$ cat src/rtl/jam_pkg.sv
// Shared constants and types for the JAM cost server.
package jam_pkg;

  localparam int IDX_W      = 3;            // worker / job index width
  localparam int ADDR_W     = 2 * IDX_W;    // flat matrix address {row, col}
  localparam int ENTRIES    = 64;           // 8 x 8 cost matrix
  localparam int MINCOST_W  = 10;
  localparam int MATCH_W    = 4;
  localparam int DEF_COST_W = 7;            // default cost entry width

  typedef enum logic [1:0] {
    LOAD,
    ARM,
    RUN,
    REPORT
  } state_t;

endpackage

$ cat src/rtl/jam_cost_ram.sv
// 64-entry cost matrix: one write port, one registered read port,
// asynchronously cleared to zero.
module jam_cost_ram
  import jam_pkg::*;
#(
  parameter int COST_W = DEF_COST_W
) (
  input  logic              CLK,
  input  logic              RST,
  input  logic              we,
  input  logic [ADDR_W-1:0] waddr,
  input  logic [COST_W-1:0] wdata,
  input  logic [ADDR_W-1:0] raddr,
  output logic [COST_W-1:0] rdata
);

  logic [COST_W-1:0] mem [ENTRIES];

  // Matrix storage: write one entry per accepted beat.
  // NOTE: the array is reset because RST must leave every entry at zero;
  // that rules out a RAM macro and maps the matrix onto flops.
  always_ff @(posedge CLK or posedge RST) begin
    if (RST) begin
      for (int i = 0; i < ENTRIES; i++) mem[i] <= '0;
    end else if (we) begin
      mem[waddr] <= wdata;
    end
  end

  // Registered read: data for raddr appears one cycle later.
  always_ff @(posedge CLK or posedge RST) begin
    if (RST) rdata <= '0;
    else     rdata <= mem[raddr];
  end

endmodule

$ cat src/rtl/jam_cost_server.sv
// Feeds an 8x8 cost matrix to the JAM solver, holds JAM in reset while the
// matrix loads, serves W/J lookups and reports MinCost/MatchCount.
// Optional: define JAM_COST_CHECKSUM_EN to add out_checksum, the sum of the
// 64 beats of the most recent load.
module jam_cost_server
  import jam_pkg::*;
#(
  parameter int COST_W   = DEF_COST_W,
  parameter int RUNCNT_W = 20
) (
  input  logic                 CLK,
  input  logic                 RST,
  input  logic                 in_valid,
  output logic                 in_ready,
  input  logic [COST_W-1:0]    in_data,
  output logic                 jam_rst,
  input  logic [IDX_W-1:0]     W,
  input  logic [IDX_W-1:0]     J,
  output logic [COST_W-1:0]    Cost,
  input  logic [MINCOST_W-1:0] jam_mincost,
  input  logic [MATCH_W-1:0]   jam_matchcount,
  input  logic                 jam_valid,
  output logic                 out_valid,
  input  logic                 out_ready,
  output logic [MINCOST_W-1:0] out_mincost,
  output logic [MATCH_W-1:0]   out_matchcount,
`ifdef JAM_COST_CHECKSUM_EN
  output logic [COST_W+5:0]    out_checksum,
`endif
  output logic [RUNCNT_W-1:0]  out_cycles
);

  state_t              state, next_state;
  logic [ADDR_W-1:0]   wr_ptr;
  logic [RUNCNT_W-1:0] run_cnt;
  logic                accept;
  logic                last_beat;

  assign accept    = in_valid && in_ready;
  assign last_beat = (wr_ptr == ADDR_W'(ENTRIES - 1));

  // State register; jam_rst is registered so it drops exactly on entry to RUN.
  // NOTE: clocked state uses non-blocking assignments so every flop samples
  // pre-edge values regardless of process ordering.
  always_ff @(posedge CLK or posedge RST) begin
    if (RST) begin
      state   <= LOAD;
      jam_rst <= 1'b1;
    end else begin
      state   <= next_state;
      jam_rst <= (next_state != RUN);
    end
  end

  // Next-state decode.
  // NOTE: next_state takes a default before the case so no path leaves it
  // unassigned, which would otherwise infer a latch.
  always_comb begin
    next_state = state;
    unique case (state)
      LOAD:    if (accept && last_beat) next_state = ARM;
      ARM:     next_state = RUN;
      RUN:     if (jam_valid) next_state = REPORT;
      REPORT:  if (out_ready) next_state = LOAD;
      default: next_state = LOAD;
    endcase
  end

  // Handshake outputs depend on state only.
  always_comb begin
    in_ready  = (state == LOAD);
    out_valid = (state == REPORT);
  end

  // Write pointer: advances per accepted beat, wraps to 0 after the 64th.
  always_ff @(posedge CLK or posedge RST) begin
    if (RST)                                wr_ptr <= '0;
    else if (accept)                        wr_ptr <= wr_ptr + 1'b1;
    else if (state == REPORT && out_ready)  wr_ptr <= '0;
  end

  // Run counter: cleared in ARM, saturating count while JAM runs.
  always_ff @(posedge CLK or posedge RST) begin
    if (RST)                                run_cnt <= '0;
    else if (state == ARM)                  run_cnt <= '0;
    else if (state == RUN && run_cnt != '1) run_cnt <= run_cnt + 1'b1;
  end

  // Result capture on the first Valid seen in RUN; held until the next one.
  always_ff @(posedge CLK or posedge RST) begin
    if (RST) begin
      out_mincost    <= '0;
      out_matchcount <= '0;
      out_cycles     <= '0;
    end else if (state == RUN && jam_valid) begin
      out_mincost    <= jam_mincost;
      out_matchcount <= jam_matchcount;
      out_cycles     <= run_cnt;
    end
  end

`ifdef JAM_COST_CHECKSUM_EN
  // Running sum of accepted beats, restarted by the first beat of each load.
  always_ff @(posedge CLK or posedge RST) begin
    if (RST)                     out_checksum <= '0;
    else if (accept && wr_ptr == '0)
      out_checksum <= (COST_W+6)'(in_data);
    else if (accept)
      out_checksum <= out_checksum + (COST_W+6)'(in_data);
  end
`endif

  jam_cost_ram #(.COST_W(COST_W)) u_ram (
    .CLK   (CLK),
    .RST   (RST),
    .we    (accept),
    .waddr (wr_ptr),
    .wdata (in_data),
    .raddr ({W, J}),
    .rdata (Cost)
  );

endmodule

$ cat config.mk
export PLATFORM = sky130hd
export DESIGN_NAME = jam_cost_server
export DESIGN_NICKNAME = d
export VERILOG_FILES = /design/src/rtl/jam_pkg.sv /design/src/rtl/jam_cost_ram.sv /design/src/rtl/jam_cost_server.sv
export SDC_FILE = /design/constraint.sdc
export NUM_CORES = 1
export LEC_CHECK = 0
export ABC_CLOCK_PERIOD_IN_PS = 16219
export CAP_MARGIN = 30
export CORE_UTILIZATION = 56
export DETAILED_ROUTE_END_ITERATION = 16
export GPL_TIMING_DRIVEN = 0
export PLACE_DENSITY = 0.75
export SYNTH_ARGS = -nofsm -noshare
export SYNTH_HDL_FRONTEND = slang
export SYNTH_SLANG_ARGS = --single-unit
$ cat constraint.sdc
create_clock -name CLK -period 16.22 [get_ports CLK]
set_input_delay 1.622 -clock CLK [delete_from_list [all_inputs] [get_ports CLK]]
set_output_delay 1.622 -clock CLK [all_outputs]
set_load 0.01 [all_outputs]
==> out/qor.yml, run 1 <==
finalSetupTns_ns: 0
maxCapViolCount: 0
cts_setup_buffers: 0
numCtsBuffers: 53
switching_share_pct: 26.1
hold_path.class: "flip-flop to flip-flop"
status: "complete, no violations"
place_area_um2: 25200
timing.final.crit_share_pct: 27.1
routabilityCongestion: 0.958
syn_inst: 1595
switchingPower_mw: 0.796
power.density_nw_per_um2: 114
busiest_layer: "met2"
fin_nets: 1755
ys_seq_area_share_pct: 54.7
ys_top_cells_by_count: "517 x dfrtp_1, 464 x mux2_2, 108 x mux4_2"
final_layout_size_suffix_gt1_share_pct: 43.1
grt_max_degree: 134
grt_util_met3_pct: 5.64
firstDrtPassIters: 6
die_h_um: 208
synth-xor-area-share_pct: 0
placementRows: 75
grt_usage_pct: 30.8
drtIter0Drc: 1424
p_comb_share_pct: 14.1
io_buffers: 64
fin_crit_ns: 4.39
holdPathStages: 2
drcViolationCount: 0
cp_data_arrival_time_ns: 4.83
start_util_pct: 56.7
coreArea_um2: 41900
grt_use_met1_pct: 43.5
start_kind: "input pin"
reg2reg_to: "u_ram.mem[310]"
cts_tree: "done"
cellLeakagePower_nw: 12.7
yosys_warnings: 0
max_freq_ghz: 0.228
rrSetupSlack_ns: 13.09
postCtsHoldBufs: 0
clock_latency_ns: 0.62
cp-end-kind: "flip-flop"
clkPwrFrac_pct: 39.2
vias_per_cell: 6.54
ant_nets: 0
grt_pass1_vias: 15600
wl_um: 64600
routedWlPerCell_um: 28.1
hold_viol: 0
synth_compound_gate_area_share_pct: 3.42
yosys.area_share.simple_pct: 5.35
finalPower_mw: 3.06
grt_antenna_before_repair: 1
clockBufferDepth: 3
required_ns: 16.66
whs_ns: 0.486
dp_hpwl_um: 44600
grtUsageMet2_pct: 47.0
timing.rr.start: "state[0]"
rr_worst_depth: 6
seq_power_share_pct: 46.7
dp.cells: 2205
p_int_mw: 2.26
final_area_um2: 26900
critPathKind: "input pin to flip-flop"
avgSynthCellArea_um2: 14.9
synth_nets: 1629
grt_pass1_wl_um: 98100
yosys_register_bits: 518
cts_root_buf: "clkbuf_16"
areaGrowthSynthToFinish_pct: 13.3
htreeDepth: 2
slew_headroom_pct: 35.6
vias: 15000
rsz0062_at_grt: "false"
drv_slew: 0
synth_flop_cell: "dfrtp_1"
tightest_slew_ns: 0.965
pin_count: 76
clock_sinks: 518
synth_mux_area_share_pct: 34.2
die_area_um2: 43200
cts_resized: 0
setup_violations: 0
yosys.area.top_type: "dfrtp_1"
synth-async-reset-ratio_pct: 100
synth.most_common_cell: "dfrtp_1"
clkTransAtPathRegs_ns: 0.06
syn-cell-area_um2: 23700
final_cells: 2297
die_w_um: 208
min_to: "out_cycles[7]"
synth-edff-count: 0
synth_fa_ha_area_share_pct: 0.106
fin_worst_skew_ns: 0.0204
worstPathMaxFanout: 10
synth_top_family_by_area: "multiplexers"
ir_worst_vdd_mv: 0.0739
antennaDiodeCount: 0
ys_types: 59
yosysTopAreaCellShare_pct: 54.6
grt_overflow_total: 0
ys_top_cells_by_area: "dfrtp_1 55%, mux2_2 22%, mux4_2 10%"
hold_start: "out_cycles[7]"
==> power by group through the flow <==
stage,sequential (mW),combinational [mW],clock [mW]
after floorplan,1.45,0.253,0
after global placement,1.44,0.411,0
after detailed placement,1.45,0.427,0
after CTS,1.42,0.429,1.21
after global routing,1.44,0.458,1.26
final,1.43,0.430,1.20
==> worst max-delay path: stages <==
cell	delay, ns
buf_4	0.20
buf_2	0.46
buf_2	0.50
buf_2	0.56
mux4_2	0.41
a22oi_1	0.32
a21oi_1	0.16
a31oi_1	0.32
o21ai_0	0.23
==> cells in the final DEF (no fill, tap or decap), drive strengths merged, types with 4 or more instances in the layout <==
cell / synthesis / final
and3: 6 / 6
mux2i: 25 / 25
a31oi: 5 / 5
nand3: 15 / 15
mux4: 108 / 108
a211oi: 9 / 9
nor3b: 5 / 5
nand4: 5 / 5
o221ai: 8 / 8
dfrtp: 517 / 517
nand2: 74 / 74
clkinv: 1 / 10
nor3: 18 / 18
o211ai: 6 / 6
o22ai: 15 / 15
mux2: 481 / 481
nor4: 5 / 5
nor2: 32 / 32
nor2b: 15 / 15
clkdlybuf4s50: 0 / 64
a22o: 5 / 5
o31ai: 7 / 7
or3: 12 / 12
nand2b: 7 / 7
or4: 4 / 4
a21oi: 24 / 24
o21ai: 27 / 27
a22oi: 6 / 6
inv: 6 / 8
buf: 47 / 54
clkbuf: 71 / 148
==> area by class of cell <==
type	instances	area, um^2
clock buffers	77	1550
multi-input cells	952	10200
flip-flops and latches	518	13000
fillers	3021	15000
clock inverters	15	138
inverters	7	33.8
repair buffers	71	796
well taps	539	674
plain buffers	118	522
==> kinds of logic (layout without fill, tap and decap cells) <==
group                      after synthesis  after routing
muxes                                  614            614
DFF                                    518            518
AOI/OAI and AO/OA                      124            124
adders and majority gates                2              2
and+or+nand+nor                        212            212
buffers and inverters                  125            288
==> worst max-delay path by stage <==
stage / start / endpoint / slack [ns] / depth (start not counted)
after CTS: J[1] / u_ram.rdata[2] / 12.00 / 9
after global placement: RST / u_ram.mem[147] / -5.12 / 2
final: J[1] / u_ram.rdata[5] / 11.83 / 9
after detailed placement: J[1] / u_ram.rdata[2] / 11.37 / 9
after floorplan: RST / out_cycles[0] / 0.13 / 1
after global routing: J[1] / u_ram.rdata[5] / 11.82 / 9
==> flip-flops by register name, indices dropped and copies added, names as in the netlist <==
register	count
state	2
u_ram.mem	448
out_matchcount	4
out_cycles	20
u_ram.rdata	7
wr_ptr	6
jam_rst	1
run_cnt	20
out_mincost	10
==> through the flow <==
step	setup WS, ns	utilization, %
floorplan	0.130	-
global placement	-5.12	59.8
detailed placement	11.37	60.2
CTS	12.00	64.2
global route	11.82	64.2
finish	11.83	64.2
==> layer usage <==
metal  routed length, um  vias up
met2               30200      614
met3                4850      171
met5                   0        -
li1                    -     6192
met1               26700     8045
met4                2800        0
Power figures use the tool's default switching activity.
==> run 2, diff against run 1 <==
ABC_CLOCK_PERIOD_IN_PS = 3900   (was 16219)
clock period = 3.9 ns   (was 16.22 ns; I/O delays follow)
==> out/qor.yml, run 2 (synthesis results as in run 1) <==
ant_nets: 0  # unchanged
switchingPower_mw: 3.33  # was 0.796 mW
layout_common_cells: "517 x dfrtp_1, 464 x mux2_2, 108 x mux4_2"  # unchanged
rsz0062_at_grt: "false"  # unchanged
fin_crit_ns: 3.20
timing.final.crit_share_pct: 82.2
power.density_nw_per_um2: 477  # was 114 nW/um^2
rrSetupSlack_ns: 0.77  # was 13.09 ns
grt_pass1_vias: 15600  # about the same
worstPathMaxFanout: 10  # unchanged
wl_um: 64900  # was 64600 um
postCtsHoldBufs: 0  # unchanged
required_ns: 4.33  # was 16.66 ns
grtUsageMet2_pct: 46.6  # was 47.0%
dp_hpwl_um: 44900  # was 44600 um
start_util_pct: 56.7  # unchanged
final_common_cell: "dfrtp_1"  # unchanged
coreArea_um2: 41900  # unchanged
cts_resized: 0  # unchanged
cellLeakagePower_nw: 12.8  # was 12.7 nW
fin_worst_skew_ns: 0.0192  # was 0.0204 ns
reg2reg_to: "u_ram.mem[313]"  # was u_ram.mem[310]
cp_data_arrival_time_ns: 3.63  # was 4.83 ns
fin_nets: 1764  # was 1755
pin_count: 76  # unchanged
critPathKind: "input pin to flip-flop"  # unchanged
grt_max_degree: 46  # was 134
p_int_mw: 9.64  # was 2.26 mW
antennaDiodeCount: 0  # unchanged
final_layout_size_suffix_gt1_share_pct: 43.6  # was 43.1%
rr_worst_depth: 6  # unchanged
clock_latency_ns: 0.61  # was 0.62 ns
layout.filler_cells: 2984  # was 3021
htreeDepth: 2  # unchanged
whs_ns: 0.225  # was 0.486 ns
firstDrtPassIters: 5  # was 6
die_h_um: 208  # unchanged
placementRows: 75  # unchanged
maxCapViolCount: 0  # unchanged
cts_tree: "done"  # unchanged
hold_path.class: "input pin to asynchronous set/reset pin"  # was flip-flop to flip-flop
drcViolationCount: 0  # unchanged
routabilityCongestion: 0.942  # was 0.958
grt_overflow_total: 0  # unchanged
timing.rr.start: "state[0]"  # unchanged
finalPower_mw: 13.0  # was 3.06 mW
clkTransAtPathRegs_ns: 0.06  # about the same
clockBufferDepth: 3  # unchanged
ir_worst_vdd_mv: 0.333  # was 0.0739 mV
largest_reg_flops: 448  # unchanged
grt_util_met3_pct: 8.18  # was 5.64%
vias_per_cell: 6.48  # was 6.54
slew_headroom_pct: 33.4  # was 35.6%
busiest_layer: "met2"  # unchanged
clock_sinks: 518  # unchanged
top_regs: "u_ram.mem x448, out_cycles x20, run_cnt x20"  # unchanged
drv_slew: 0  # unchanged
status: "complete, no violations"  # unchanged
cp-end-kind: "flip-flop"  # unchanged
p_comb_share_pct: 13.9  # was 14.1%
areaGrowthSynthToFinish_pct: 14.5  # was 13.3%
tightest_slew_ns: 1.00  # was 0.965 ns
routedWlPerCell_um: 28.1  # about the same
grt_use_met1_pct: 41.8  # was 43.5%
vias: 15000  # about the same
grt_antenna_before_repair: 2  # was 1
die_area_um2: 43200  # unchanged
setup_violations: 0  # unchanged
cts_setup_buffers: 0  # unchanged
clkPwrFrac_pct: 40.3  # was 39.2%
hold_viol: 0  # unchanged
numCtsBuffers: 53  # unchanged
cts_root_buf: "clkbuf_16"  # unchanged
regMostFlops: "u_ram.mem"  # unchanged
start_kind: "input pin"  # unchanged
switching_share_pct: 25.7  # was 26.1%
grt_pass1_wl_um: 98000  # was 98100 um
die_w_um: 208  # unchanged
io_buffers: 64  # unchanged
seq_power_share_pct: 45.8  # was 46.7%
grt_usage_pct: 30.9  # was 30.8%
max_freq_ghz: 0.312
drtIter0Drc: 1199  # was 1424
run 2: worst max-delay path by stage:
| stage | startpoint | slack, ns | cells past startpoint | end |
|---|---|---|---|---|
| 3_5_place_dp | J[1] | 0.27 | 9 | u_ram.rdata[2] |
| 4_1_cts | state[0] | 0.87 | 6 | u_ram.mem[314] |
| 6_report | J[1] | 0.70 | 9 | u_ram.rdata[2] |
| 5_1_grt | J[1] | 0.59 | 9 | u_ram.rdata[5] |
| 2_1_floorplan | RST | -3.53 | 1 | out_cycles[0] |
| 3_3_place_gp | RST | -6.43 | 2 | u_ram.mem[98] |
run 2: through the flow:
| stage | area, um^2 | utilization (%) | worst slack, ns | TNS [ns] | std cells |
|---|---|---|---|---|---|
| after floorplan | 23700 | - | -3.53 | -1824.21 | 1595 |
| after global placement | 25000 | 59.8 | -6.43 | -3303.15 | 2198 |
| after detailed placement | 25300 | 60.5 | 0.272 | 0 | 2213 |
| after CTS | 27100 | 64.8 | 0.868 | 0 | 2312 |
| after global routing | 27200 | 64.9 | 0.586 | 0 | 2313 |
| final | 27200 | 64.9 | 0.696 | 0 | 2313 |
run 2: critical path, stage by stage:
cell and delay (ns):
buf_4 0.20, buf_2 0.47, buf_2 0.48, buf_2 0.58
mux4_2 0.42, a22oi_1 0.27, o31ai_1 0.18, a31oi_1 0.36
o21ai_0 0.25
run 2: layer usage:
metal,vias to the layer above,part of all wire (%)
met3,160,8.7
met5,-,0.014
met4,2,4.9
met1,7957,40
met2,627,46
li1,6238,-
run 2: area by class of cell:
type | instances | area [um^2] | share of cell area [%]
flip-flops and latches | 518 | 13000 | 47.7
multi-input cells | 952 | 10200 | 37.6
clock buffers | 78 | 1590 | 5.87
repair buffers | 80 | 950 | 3.50
well taps | 539 | 674 | 2.48
plain buffers | 118 | 522 | 1.92
clock inverters | 21 | 215 | 0.793
inverters | 7 | 30.0 | 0.111
run 2: power groups by stage:
stage	registers [mW]	logic [mW]	clock network (mW)
2_1_floorplan	6.03	1.05	0
3_3_place_gp	6.01	1.71	0
3_5_place_dp	6.03	1.79	0
4_1_cts	5.93	1.80	5.29
5_1_grt	5.97	1.92	5.48
6_report	5.94	1.81	5.22
==> run 3, diff against run 2 <==
ABC_CLOCK_PERIOD_IN_PS = 3000   (was 3900)
CORE_UTILIZATION = 62   (was 56)
PLACE_DENSITY = 0.78   (was 0.75)
clock period = 3 ns   (was 3.9 ns; I/O delays follow)
==> out/qor.yml, run 3 (synthesis results as in run 1) <==
tightest_slew_ns: 0.978  # was 1.00 ns
layout.filler_cells: 2507  # was 2984
pin_count: 76  # unchanged
top_regs: "u_ram.mem x448, out_cycles x20, run_cnt x20"  # unchanged
postCtsHoldBufs: 0  # unchanged
dp_hpwl_um: 44600  # was 44900 um
timing.final.crit_share_pct: 97.2
ir_worst_vdd_mv: 0.573  # was 0.333 mV
layout_common_cells: "517 x dfrtp_1, 464 x mux2_2, 108 x mux4_2"  # unchanged
fin_nets: 1765  # was 1764
regMostFlops: "u_ram.mem"  # unchanged
clockBufferDepth: 3  # unchanged
maxCapViolCount: 0  # unchanged
hold_path.class: "input pin to flip-flop"  # was input pin to asynchronous set/reset pin
die_area_um2: 39000  # was 43200 um^2
fin_worst_skew_ns: 0.0206  # was 0.0192 ns
clock_latency_ns: 0.61  # about the same
slew_headroom_pct: 34.8  # was 33.4%
worstPathMaxFanout: 10  # unchanged
grt_pass1_wl_um: 98600  # was 98000 um
min_to: "u_ram.mem[273]"
final_area_um2: 27100  # was 27200 um^2
drcViolationCount: 0  # unchanged
io_buffers: 64  # unchanged
cellLeakagePower_nw: 12.8  # about the same
setup_violations: 0  # unchanged
grt_overflow_total: 0  # unchanged
final_layout_size_suffix_gt1_share_pct: 43.2  # was 43.6%
routedWlPerCell_um: 28.3  # was 28.1 um
vias_per_cell: 6.60  # was 6.48
grt_max_degree: 45  # was 46
rrSetupSlack_ns: 0.08  # was 0.77 ns
wl_um: 64700  # was 64900 um
clkTransAtPathRegs_ns: 0.06  # about the same
final_common_cell: "dfrtp_1"  # unchanged
cp-end-kind: "flip-flop"  # unchanged
hold_viol: 0  # unchanged
finalPower_mw: 16.8  # was 13.0 mW
status: "complete, no violations"  # unchanged
coreArea_um2: 37700  # was 41900 um^2
rsz0062_at_grt: "false"  # unchanged
critPathKind: "flip-flop to flip-flop"  # was input pin to flip-flop
routabilityCongestion: 0.960  # was 0.942
place_area_um2: 25300  # about the same
die_h_um: 198  # was 208 um
ant_nets: 0  # unchanged
start_util_pct: 63.0  # was 56.7%
largest_reg_flops: 448  # unchanged
cts_tree: "done"  # unchanged
timing.rr.start: "state[0]"  # unchanged
die_w_um: 198  # was 208 um
max_freq_ghz: 0.343
clock_sinks: 518  # unchanged
hold_start: "in_data[0]"
grt_usage_pct: 34.8  # was 30.9%
vias: 15100  # was 15000
drtIter0Drc: 1361  # was 1199
cts_root_buf: "clkbuf_16"  # unchanged
htreeDepth: 2  # unchanged
numCtsBuffers: 52  # was 53
required_ns: 3.49  # was 4.33 ns
placementRows: 71  # was 75
fin_crit_ns: 2.92
rr_worst_depth: 5  # was 6
holdPathStages: 2
cp_data_arrival_time_ns: 3.40  # was 3.63 ns
drv_slew: 0  # unchanged
firstDrtPassIters: 5  # unchanged
reg2reg_to: "u_ram.mem[387]"  # was u_ram.mem[313]
start_kind: "flip-flop"  # was input pin
power.density_nw_per_um2: 619  # was 477 nW/um^2
grt_antenna_before_repair: 2  # unchanged
antennaDiodeCount: 0  # unchanged
areaGrowthSynthToFinish_pct: 14.2  # was 14.5%
grt_pass1_vias: 15700  # was 15600
## run 3: worst max-delay path: stages, from the launching register on
cell and delay [ns]:
dfrtp_1 0.35, buf_2 0.18, or3b_4 0.47, nor4_4 0.72, nand2_1 0.62, mux2_2 0.46
## run 3: what timing repair did
action                                  4_1_cts  5_1_grt
pin swaps                                     0        0
buffers inserted                              2        0
gates resized for setup                       1        2
gates cloned                                  0        0
endpoints found under the setup margin       40       57
## run 3: worst max path at each step
stage,cells past startpoint,slack [ns],from,endpoint
4_1_cts,5,0.05,state[0],u_ram.mem[341]
3_5_place_dp,9,-0.51,J[1],u_ram.rdata[2]
3_3_place_gp,2,-7.26,RST,u_ram.mem[161]
2_1_floorplan,1,-4.34,RST,out_cycles[0]
5_1_grt,5,0.08,state[0],u_ram.mem[387]
6_report,5,0.08,state[0],u_ram.mem[387]
## run 3: report_power, final
group	switching, mW	total [mW]	internal (mW)
logic	1.30	2.36	1.06
registers	0.263	7.72	7.46
clock network	2.76	6.67	3.92
## run 3: per-stage QoR
| stage | setup WS, ns | cells | setup TNS [ns] | util [%] | hold WS [ns] |
|---|---|---|---|---|---|
| finish | 0.0829 | 2283 | 0 | 71.9 | 0.0729 |
| detailed placement | -0.513 | 2185 | -36.34 | 67.1 | 0.479 |
| CTS | 0.0484 | 2282 | 0 | 71.8 | 0.0628 |
| global route | 0.0785 | 2283 | 0 | 71.9 | 0.0948 |
| floorplan | -4.34 | 1595 | -2243.79 | - | 0.406 |
| global placement | -7.26 | 2170 | -3766.73 | 66.4 | 0.465 |
## run 3: final cells by class
| class | count | area [um^2] | share of cell area, % |
|---|---|---|---|
| buffer | 118 | 524 | 1.94 |
| inverter | 7 | 30.0 | 0.111 |
| sequential | 518 | 13000 | 47.9 |
| timing repair buffer | 82 | 973 | 3.59 |
| clock buffer | 83 | 1570 | 5.79 |
| tap | 511 | 639 | 2.36 |
| multi-input combinational | 952 | 10200 | 37.7 |
| clock inverter | 12 | 171 | 0.633 |
## run 3: layer usage
layer / share of wire (%) / wire, um / track usage (%)
met5: 0 / 0 / 0
met4: 4.2 / 2680 / 15.3
met3: 8.2 / 5300 / 9.24
met2: 47 / 30700 / 53.6
met1: 40 / 26000 / 46.8
